===== src/rtl/if_stage_fetch_unit.sv =====
// Instruction-fetch stage: owns the PC, fetches over a req/ready handshake, and feeds IF/ID with NOP bubbles.
// Optional macro IF_HOLD_BUFFER_EN adds a HOLD state that buffers a word returned during a freeze.
module if_stage_fetch_unit #(
    parameter int unsigned            ADDRESS_LEN = 32,
    parameter logic [ADDRESS_LEN-1:0] RESET_PC    = '0,
    parameter logic [ADDRESS_LEN-1:0] NOP_INSTR   = ADDRESS_LEN'(32'hE1A00000)
) (
    input  logic                   clk,
    input  logic                   rst,
    input  logic                   freeze,
    input  logic                   branch_taken,
    input  logic [ADDRESS_LEN-1:0] branch_address,
    output logic                   mem_req,
    output logic [ADDRESS_LEN-1:0] mem_addr,
    input  logic                   mem_ready,
    input  logic [ADDRESS_LEN-1:0] mem_rdata,
    output logic [ADDRESS_LEN-1:0] PC,
    output logic [ADDRESS_LEN-1:0] Instruction,
    output logic                   valid
);

    localparam int unsigned PC_STEP = 4;

    typedef enum logic [1:0] {
        ST_REQ   = 2'd0,
        ST_HOLD  = 2'd1,
        ST_DRAIN = 2'd2
    } state_t;

    state_t                 state;
    state_t                 state_next;
    logic [ADDRESS_LEN-1:0] pc_reg;
    logic [ADDRESS_LEN-1:0] pc_next;
    logic [ADDRESS_LEN-1:0] target;
    logic [ADDRESS_LEN-1:0] target_next;
    logic [ADDRESS_LEN-1:0] pc_inc;
    logic [ADDRESS_LEN-1:0] br_addr;
`ifdef IF_HOLD_BUFFER_EN
    logic [ADDRESS_LEN-1:0] hold_buf;
    logic [ADDRESS_LEN-1:0] hold_buf_next;
`endif

    assign pc_inc  = pc_reg + ADDRESS_LEN'(PC_STEP);
    assign br_addr = {branch_address[ADDRESS_LEN-1:2], 2'b00};

    always_ff @(posedge clk) begin
        if (rst) begin
            state  <= ST_REQ;
            pc_reg <= RESET_PC;
            target <= RESET_PC;
        end else begin
            state  <= state_next;
            pc_reg <= pc_next;
            target <= target_next;
        end
    end

`ifdef IF_HOLD_BUFFER_EN
    always_ff @(posedge clk) begin
        if (rst) begin
            hold_buf <= NOP_INSTR;
        end else begin
            hold_buf <= hold_buf_next;
        end
    end
`endif

    // Next-state and combinational outputs; a redirect always beats a freeze.
    always_comb begin
        state_next  = state;
        pc_next     = pc_reg;
        target_next = target;
`ifdef IF_HOLD_BUFFER_EN
        hold_buf_next = hold_buf;
`endif
        mem_req     = 1'b0;
        mem_addr    = pc_reg;
        valid       = 1'b0;
        Instruction = NOP_INSTR;
        PC          = pc_inc;

        case (state)
            ST_REQ: begin
                mem_req = 1'b1;
                if (branch_taken) begin
                    if (mem_ready) begin
                        pc_next = br_addr;
                    end else begin
                        target_next = br_addr;
                        state_next  = ST_DRAIN;
                    end
                end else if (mem_ready) begin
                    valid       = 1'b1;
                    Instruction = mem_rdata;
                    if (!freeze) begin
                        pc_next = pc_inc;
                    end
`ifdef IF_HOLD_BUFFER_EN
                    else begin
                        hold_buf_next = mem_rdata;
                        state_next    = ST_HOLD;
                    end
`endif
                end
            end
`ifdef IF_HOLD_BUFFER_EN
            ST_HOLD: begin
                if (branch_taken) begin
                    pc_next    = br_addr;
                    state_next = ST_REQ;
                end else begin
                    valid       = 1'b1;
                    Instruction = hold_buf;
                    if (!freeze) begin
                        pc_next    = pc_inc;
                        state_next = ST_REQ;
                    end
                end
            end
`endif
            // Old request must complete before the redirect target is fetched.
            ST_DRAIN: begin
                mem_req = 1'b1;
                if (branch_taken) begin
                    target_next = br_addr;
                    if (mem_ready) begin
                        pc_next    = br_addr;
                        state_next = ST_REQ;
                    end
                end else if (mem_ready) begin
                    pc_next    = target;
                    state_next = ST_REQ;
                end
            end
            default: begin
                state_next = ST_REQ;
            end
        endcase

        if (rst) begin
            mem_req     = 1'b0;
            valid       = 1'b0;
            Instruction = NOP_INSTR;
            PC          = '0;
        end
    end

endmodule


===== config.mk =====
export PLATFORM = sky130hd
export DESIGN_NAME = if_stage_fetch_unit
export DESIGN_NICKNAME = d
export VERILOG_FILES = /design/src/rtl/if_stage_fetch_unit.sv
export SDC_FILE = /design/constraint.sdc
export NUM_CORES = 1
export LEC_CHECK = 0
export ABC_AREA = 1
export BUFFER_PORTS_ARGS = -buffer_cell sky130_fd_sc_hd__buf_4
export CAP_MARGIN = 10
export CORE_AREA = 3 3 97 90
export CTS_BUF_LIST = sky130_fd_sc_hd__clkbuf_2
export CTS_CLUSTER_SIZE = 14
export DETAILED_ROUTE_END_ITERATION = 12
export DIE_AREA = 0 0 100 93
export HOLD_SLACK_MARGIN = 0.06
export MAX_ROUTING_LAYER = met4
export PLACE_DENSITY = 0.86
export SLEW_MARGIN = 30
export SYNTH_ARGS = -nofsm -noshare
export SYNTH_HDL_FRONTEND = slang
export SYNTH_SLANG_ARGS = --single-unit

===== constraint.sdc =====
create_clock -name clk -period 5 [get_ports clk]
set_clock_uncertainty 0.2 [all_clocks]
set_input_delay 0.25 -clock clk [delete_from_list [all_inputs] [get_ports clk]]
set_output_delay 0.25 -clock clk [all_outputs]
set_load 0.1 [all_outputs]

==> results.yml, run 1 <==
status:
  status: "finished, final reports clean"
worst_setup_path:
  r2r-start: "state[1]$_SDFFE_PP0P_"
  crit_path_start: "mem_addr[3]$_SDFFE_PP0P_"
  critPathMaxFanout: 5
  regToRegEndpoint: "target[4]$_SDFFE_PP0P_"
  start_kind: "register"
  cp.arrival_ns: 2.56
  rrSetupSlack_ns: 2.87
  critical_path_required_ns: 4.55
  worstSetupEndpoint: "PC[26]"
  critical_path_class: "reg -> out"
  ff2ff_path_depth: 6
  worstSetupEndpointType: "output port"
grt:
  grt_pass1_wl_mm: 23.8
  grt_pass1_vias: 4991
  overflow: 0
  grtUsageTotal_pct: 32.6
  grt_max_degree: 65
  antenna_found_initial: 0
cells_and_area:
  num_antenna_cells: 0
  nets: 933
  syn2layout_area_growth_pct: 41.4
  drive_above_1_share_pct: 23.9
  fill_cells: 626
logic_synthesis:
  synth_cell_types: 33
  synth_ff_type: "dfxtp_1"
  synthDominantCellAreaShare_pct: 30.5
  netlist_instances: 686
  synth_commonest_cells: "128 x nand2_1, 123 x nor2_1, 83 x o21ai_0, 73 x inv_1, 65 x a21oi_1"
  ys_seq_elements: 63
  ys_warn_count: 0
  synthArstFlopShare_pct: 0
  yosysMostFrequentCell: "nand2_1"
  yosysTopAreaCell: "dfxtp_1"
  syn_avg_cell_area_um2: 6.04
  syn-num-nets: 756
  synth-edff-count: 0
  synth_area_leaders: "dfxtp_1 30%, nand2_1 12%, nor2_1 11%"
  yosysSeqAreaShare_pct: 30.5
  netlist_area_um2: 4140
floorplanning:
  ios: 167
  core_area_um2: 7870
  dieHeight_um: 93
  die-area_um2: 9300
  start_util_pct: 52.6
  dieWidth_um: 100
  rows: 31
clock_tree:
  cts_max_level: 3
  clk_latency_ns: 0.53
  clk_root_buffer_cell: "clkbuf_2"
  cts_buffer_depth: 2
  cts_setup_buffers: 0
  clock-sinks: 63
  cts_tree: "done"
  clk_pin_slew_worst_paths_ns: 0.18
  cts_buffers: 9
run:
  drv_cap: 0
routing:
  drt_wl_total_mm: 15.0
  wl_per_cell_um: 15.6
  drc: 0
  dr_total_vias: 5310
  firstDrtPassIters: 6
  viasPerCell: 5.50
  antenna_left: 0
  drt_iter0_drc: 642
placed_design:
  port_buffers: 164
  dp_hpwl_mm: 10.2
  gp_congestion: 0.943
  dp_slack_ns: 2.58
power:
  leakagePower_nw: 2.76
  vdd_drop_max_v: 0.000176
  power_density_nw_per_um2: 273
timing:
  fin_crit_sh_pct: 60.2
  max-slew-margin-rel_pct: 52.7
  hold_violations: 0
  min_period_ns: 3.01
  fin_ws_ns: 1.99
  rsz0062_at_grt: "no"
  tns_ns: 0
  finalSetupViolCount: 0
  drv_slew: 0
  tightest_slew_ns: 0.708
  fmax_ghz: 0.332
min_path:
  hold_path.class: "in -> reg"
## registers in the layout, summed over array words and instances (netlist names)
register  count
target       30
state         1
mem_addr     32
## report_power, final
group	switching, mW	internal [mW]	leakage (nW)	total, mW
combinational	0.486	0.167	2.17	0.653
sequential	0.0478	0.543	0.521	0.590
clock	0.197	0.157	0.0743	0.354
total	0.730	0.867	2.76	1.60
## worst min path at each step
stage	to	cells past startpoint	from	slack, ns
after detailed placement	target[4]$_SDFFE_PP0P_	2	target[4]$_SDFFE_PP0P_	0.27
final	mem_addr[3]$_SDFFE_PP0P_	5	branch_taken	0.06
after global placement	target[4]$_SDFFE_PP0P_	2	target[4]$_SDFFE_PP0P_	0.25
after floorplan	target[13]$_SDFFE_PP0P_	2	branch_address[13]	0.18
after global routing	mem_addr[3]$_SDFFE_PP0P_	5	branch_taken	0.06
after CTS	mem_addr[3]$_SDFFE_PP0P_	5	branch_taken	0.06
## worst max-delay path, stage by stage, from the launching register on
cell,delay [ns]
dfxtp_1,0.49
ha_1,0.27
nand2_2,0.08
nor2_2,0.17
nand2_4,0.11
nor2_4,0.22
nand2_1,0.10
nand2_1,0.10
nand2_1,0.05
nor2_1,0.12
buf_4,0.31
## cells in the final DEF (no fill, tap or decap), drive strengths merged
cell	Yosys	layout
dfxtp	63	63
a211oi	15	15
and2	10	10
nor3	5	5
o211ai	1	1
a22oi	3	3
inv	78	78
a31oi	4	4
dlygate4sd3	0	36
a41oi	2	2
nor2	132	132
o21a	5	5
xnor2	2	2
a21oi	66	66
xor2	11	11
clkbuf	30	9
or2	7	7
nand3	24	24
o21ai	83	83
nand2	134	134
clkinv	1	5
buf	8	168
bufinv	0	2
ha	1	1
o22ai	1	1
## layer usage
| metal | part of all wire, % | global-route usage, % | up-vias |
|---|---|---|---|
| met2 | 48 | 53.6 | 357 |
| li1 | - | - | 2553 |
| met4 | 4.0 | 14.9 | 0 |
| met5 | 0 | - | - |
| met1 | 38 | 38.8 | 2329 |
| met3 | 11 | 6.26 | 71 |
## final cells by class
type,count,area [µm²],area share (%)
multi-input combinational,506,2430,41.5
clock inverter,6,76.3,1.30
sequential,63,1260,21.5
clock buffer,9,45.0,0.769
timing repair buffer,204,1620,27.7
tap,99,124,2.12
inverter,79,297,5.06
## per-stage QoR
| step | cells | total power [mW] | utilization [%] | hold slack (ns) | instance area (µm²) |
|---|---|---|---|---|---|
| 6_report | 966 | 1.60 | 74.4 | 0.0642 | 5860 |
| 5_1_grt | 966 | 1.66 | 74.4 | 0.0631 | 5860 |
| 4_1_cts | 966 | 1.58 | 74.4 | 0.0617 | 5860 |
| 3_5_place_dp | 915 | 1.22 | 68.3 | 0.266 | 5370 |
| 3_3_place_gp | 915 | 1.21 | 68.3 | 0.251 | 5370 |
| 2_1_floorplan | 686 | 1.06 | - | 0.185 | 4140 |
## logic make-up after synthesis
family	after synthesis	synth area share (%)
compound gates	180	23.6
xor+xnor	13	2.75
fa+ha+maj	1	0.302
buf+inv	117	10.9
flops	63	30.5
simple gates	312	32.0
## repair_timing
item,4_1_cts,5_1_grt
endpoints found under the hold margin,58,0
gates resized for setup,0,0
hold buffers,36,0
Power figures use the tool's default switching activity.
==> inputs of run 2 (changes only) <==
- CORE_AREA: 3 3 97 90 -> 3 3 105 97
- DIE_AREA: 0 0 100 93 -> 0 0 108 100
- PLACE_DENSITY: 0.86 -> 0.78
- clock period: 5 -> 2.55 ns (I/O delays scaled with it)
==> results.yml, run 2 (synthesized netlist as in run 1, its figures left out) <==
cells_and_area:
  final_cells: 1025
  final_util_pct: 77.6
  layout_common_cells: "160 x buf_4, 119 x nand2_1, 83 x o21ai_0"
  fill_cells: 651
  drive_above_1_share_pct: 39.8
  final_common_cell: "buf_4"
  syn2layout_area_growth_pct: 70.9
  num_antenna_cells: 0
  nets: 968
  largest_reg_flops: 32
grt:
  antenna_found_initial: 0
  overflow: 0
  grtUsageTotal_pct: 30.5
  grt_pass1_wl_mm: 25.5
  grt_pass1_vias: 5001
  grt_max_degree: 35
worst_setup_path:
  start_kind: "register"
  critPathMaxFanout: 5
  critical_path_required_ns: 2.22
  regToRegEndpoint: "mem_addr[18]$_SDFFE_PP0P_"
  ff2ff_path_depth: 13
  cp.buffers_inverters: 2
  critical_path_class: "reg -> out"
  rrSetupSlack_ns: 0.31
  crit_path_start: "mem_addr[3]$_SDFFE_PP0P_"
  cp_top_family: "simple AND/OR/NAND/NOR gates"
  critPathMaxStageDelay_ns: 0.42
  cp.arrival_ns: 2.24
  r2r-start: "mem_addr[3]$_SDFFE_PP0P_"
  slowest_stage: "dfxtp_4"
  worstSetupEndpointType: "output port"
  crit_chain: "ha_4, nand2_4, nor2_4, nand2_4, nor2_4, buf_12, nand2_4, nand2_2, nand2_2, nor2_4, buf_12"
  worst-path-stages: 11
routing:
  viasPerCell: 5.40
  drt_iter0_drc: 593
  drt_wl_total_mm: 17.0
  antenna_left: 0
  drc: 0
  dr_total_vias: 5530
  wl_per_cell_um: 16.6
  firstDrtPassIters: 5
clock_tree:
  clk_latency_ns: 0.55
  clock-sinks: 63
  cts_tree: "done"
  cts_buffers: 9
  cts_max_level: 3
  cts_buffer_depth: 2
  clk_root_buffer_cell: "clkbuf_2"
  clk_pin_slew_worst_paths_ns: 0.21
min_path:
  whs_path_depth: 6
  holdPathEnd: "mem_addr[15]$_SDFFE_PP0P_"
  hold_path.class: "in -> reg"
  min_from: "freeze"
power:
  leakagePower_nw: 3.07
  power_density_nw_per_um2: 476
  fin_total_pwr_mw: 3.37
  vdd_drop_max_v: 0.000336
timing:
  tns_ns: -0.0134
  min_period_ns: 2.56
  hold-worst-slack_ns: 0.0884
  tightest_slew_ns: 0.843
  rsz0062_at_grt: "yes"
  fmax_ghz: 0.390
  hold_violations: 0
  fin_crit_sh_pct: 101
  fin_ws_ns: -0.0134
  finalSetupViolCount: 1
  drv_slew: 0
  max-slew-margin-rel_pct: 43.6
floorplanning:
  start_util_pct: 45.4
  dieWidth_um: 108
  dieHeight_um: 100
  ios: 167
  die-area_um2: 10800
  rows: 33
  core_area_um2: 9130
placed_design:
  dp_hpwl_mm: 11.3
  port_buffers: 164
  gp_congestion: 0.950
  place_inst: 948
run:
  drv_cap: 0
status:
  failed_checks: "negative setup slack"
  status: "complete, but fails checks"
[run 2: area by class of cell]
class | instances | area, µm² | share of cell area [%]
Inverter | 79 | 299 | 4.23
Tap cell | 122 | 153 | 2.16
Clock buffer | 10 | 50.0 | 0.707
Timing Repair Buffer | 239 | 2200 | 31.2
Sequential cell | 63 | 1330 | 18.8
Clock inverter | 6 | 85.1 | 1.20
Multi-Input combinational cell | 506 | 2950 | 41.7
[run 2: stage by stage]
stage               setup WS [ns]  cell area (µm²)
floorplan                  -0.281             4550
global placement            0.412             5860
detailed placement          0.383             5860
CTS                       0.00176             6550
global route              -0.0828             7080
finish                    -0.0134             7080
[run 2: worst min-delay path: stages]
cell,delay (ns)
buf_4,0.11
nand3_1,0.12
nand2_2,0.07
buf_4,0.21
nor2_1,0.12
a21oi_1,0.07
[run 2: worst max path at each step]
| stage | endpoint |
|---|---|
| final | PC[26] |
| after CTS | PC[23] |
| after floorplan | Instruction[0] |
| after global routing | PC[26] |
| after global placement | PC[24] |
| after detailed placement | PC[22] |
[run 2: report_power, final]
group / switching (mW) / internal, mW
clock: 0.413 / 0.325
sequential: 0.0928 / 1.07
combinational: 1.04 / 0.432
[run 2: what timing repair did]
item                                    4_1_cts  5_1_grt
pin swaps                                     2       14
hold endpoints to repair                     63        0
hold buffers                                 37        0
setup buffers                                 7       17
gates resized for setup                      31      106
endpoints found under the setup margin       18       42
[run 2: metal layers]
layer / up-vias / part of all wire [%] / track usage (%)
li1: 2621 / - / -
met3: 44 / 9.1 / 4.95
met5: - / 0 / -
met4: 0 / 2.6 / 10.2
met1: 2547 / 39 / 37.1
met2: 318 / 50 / 51.5
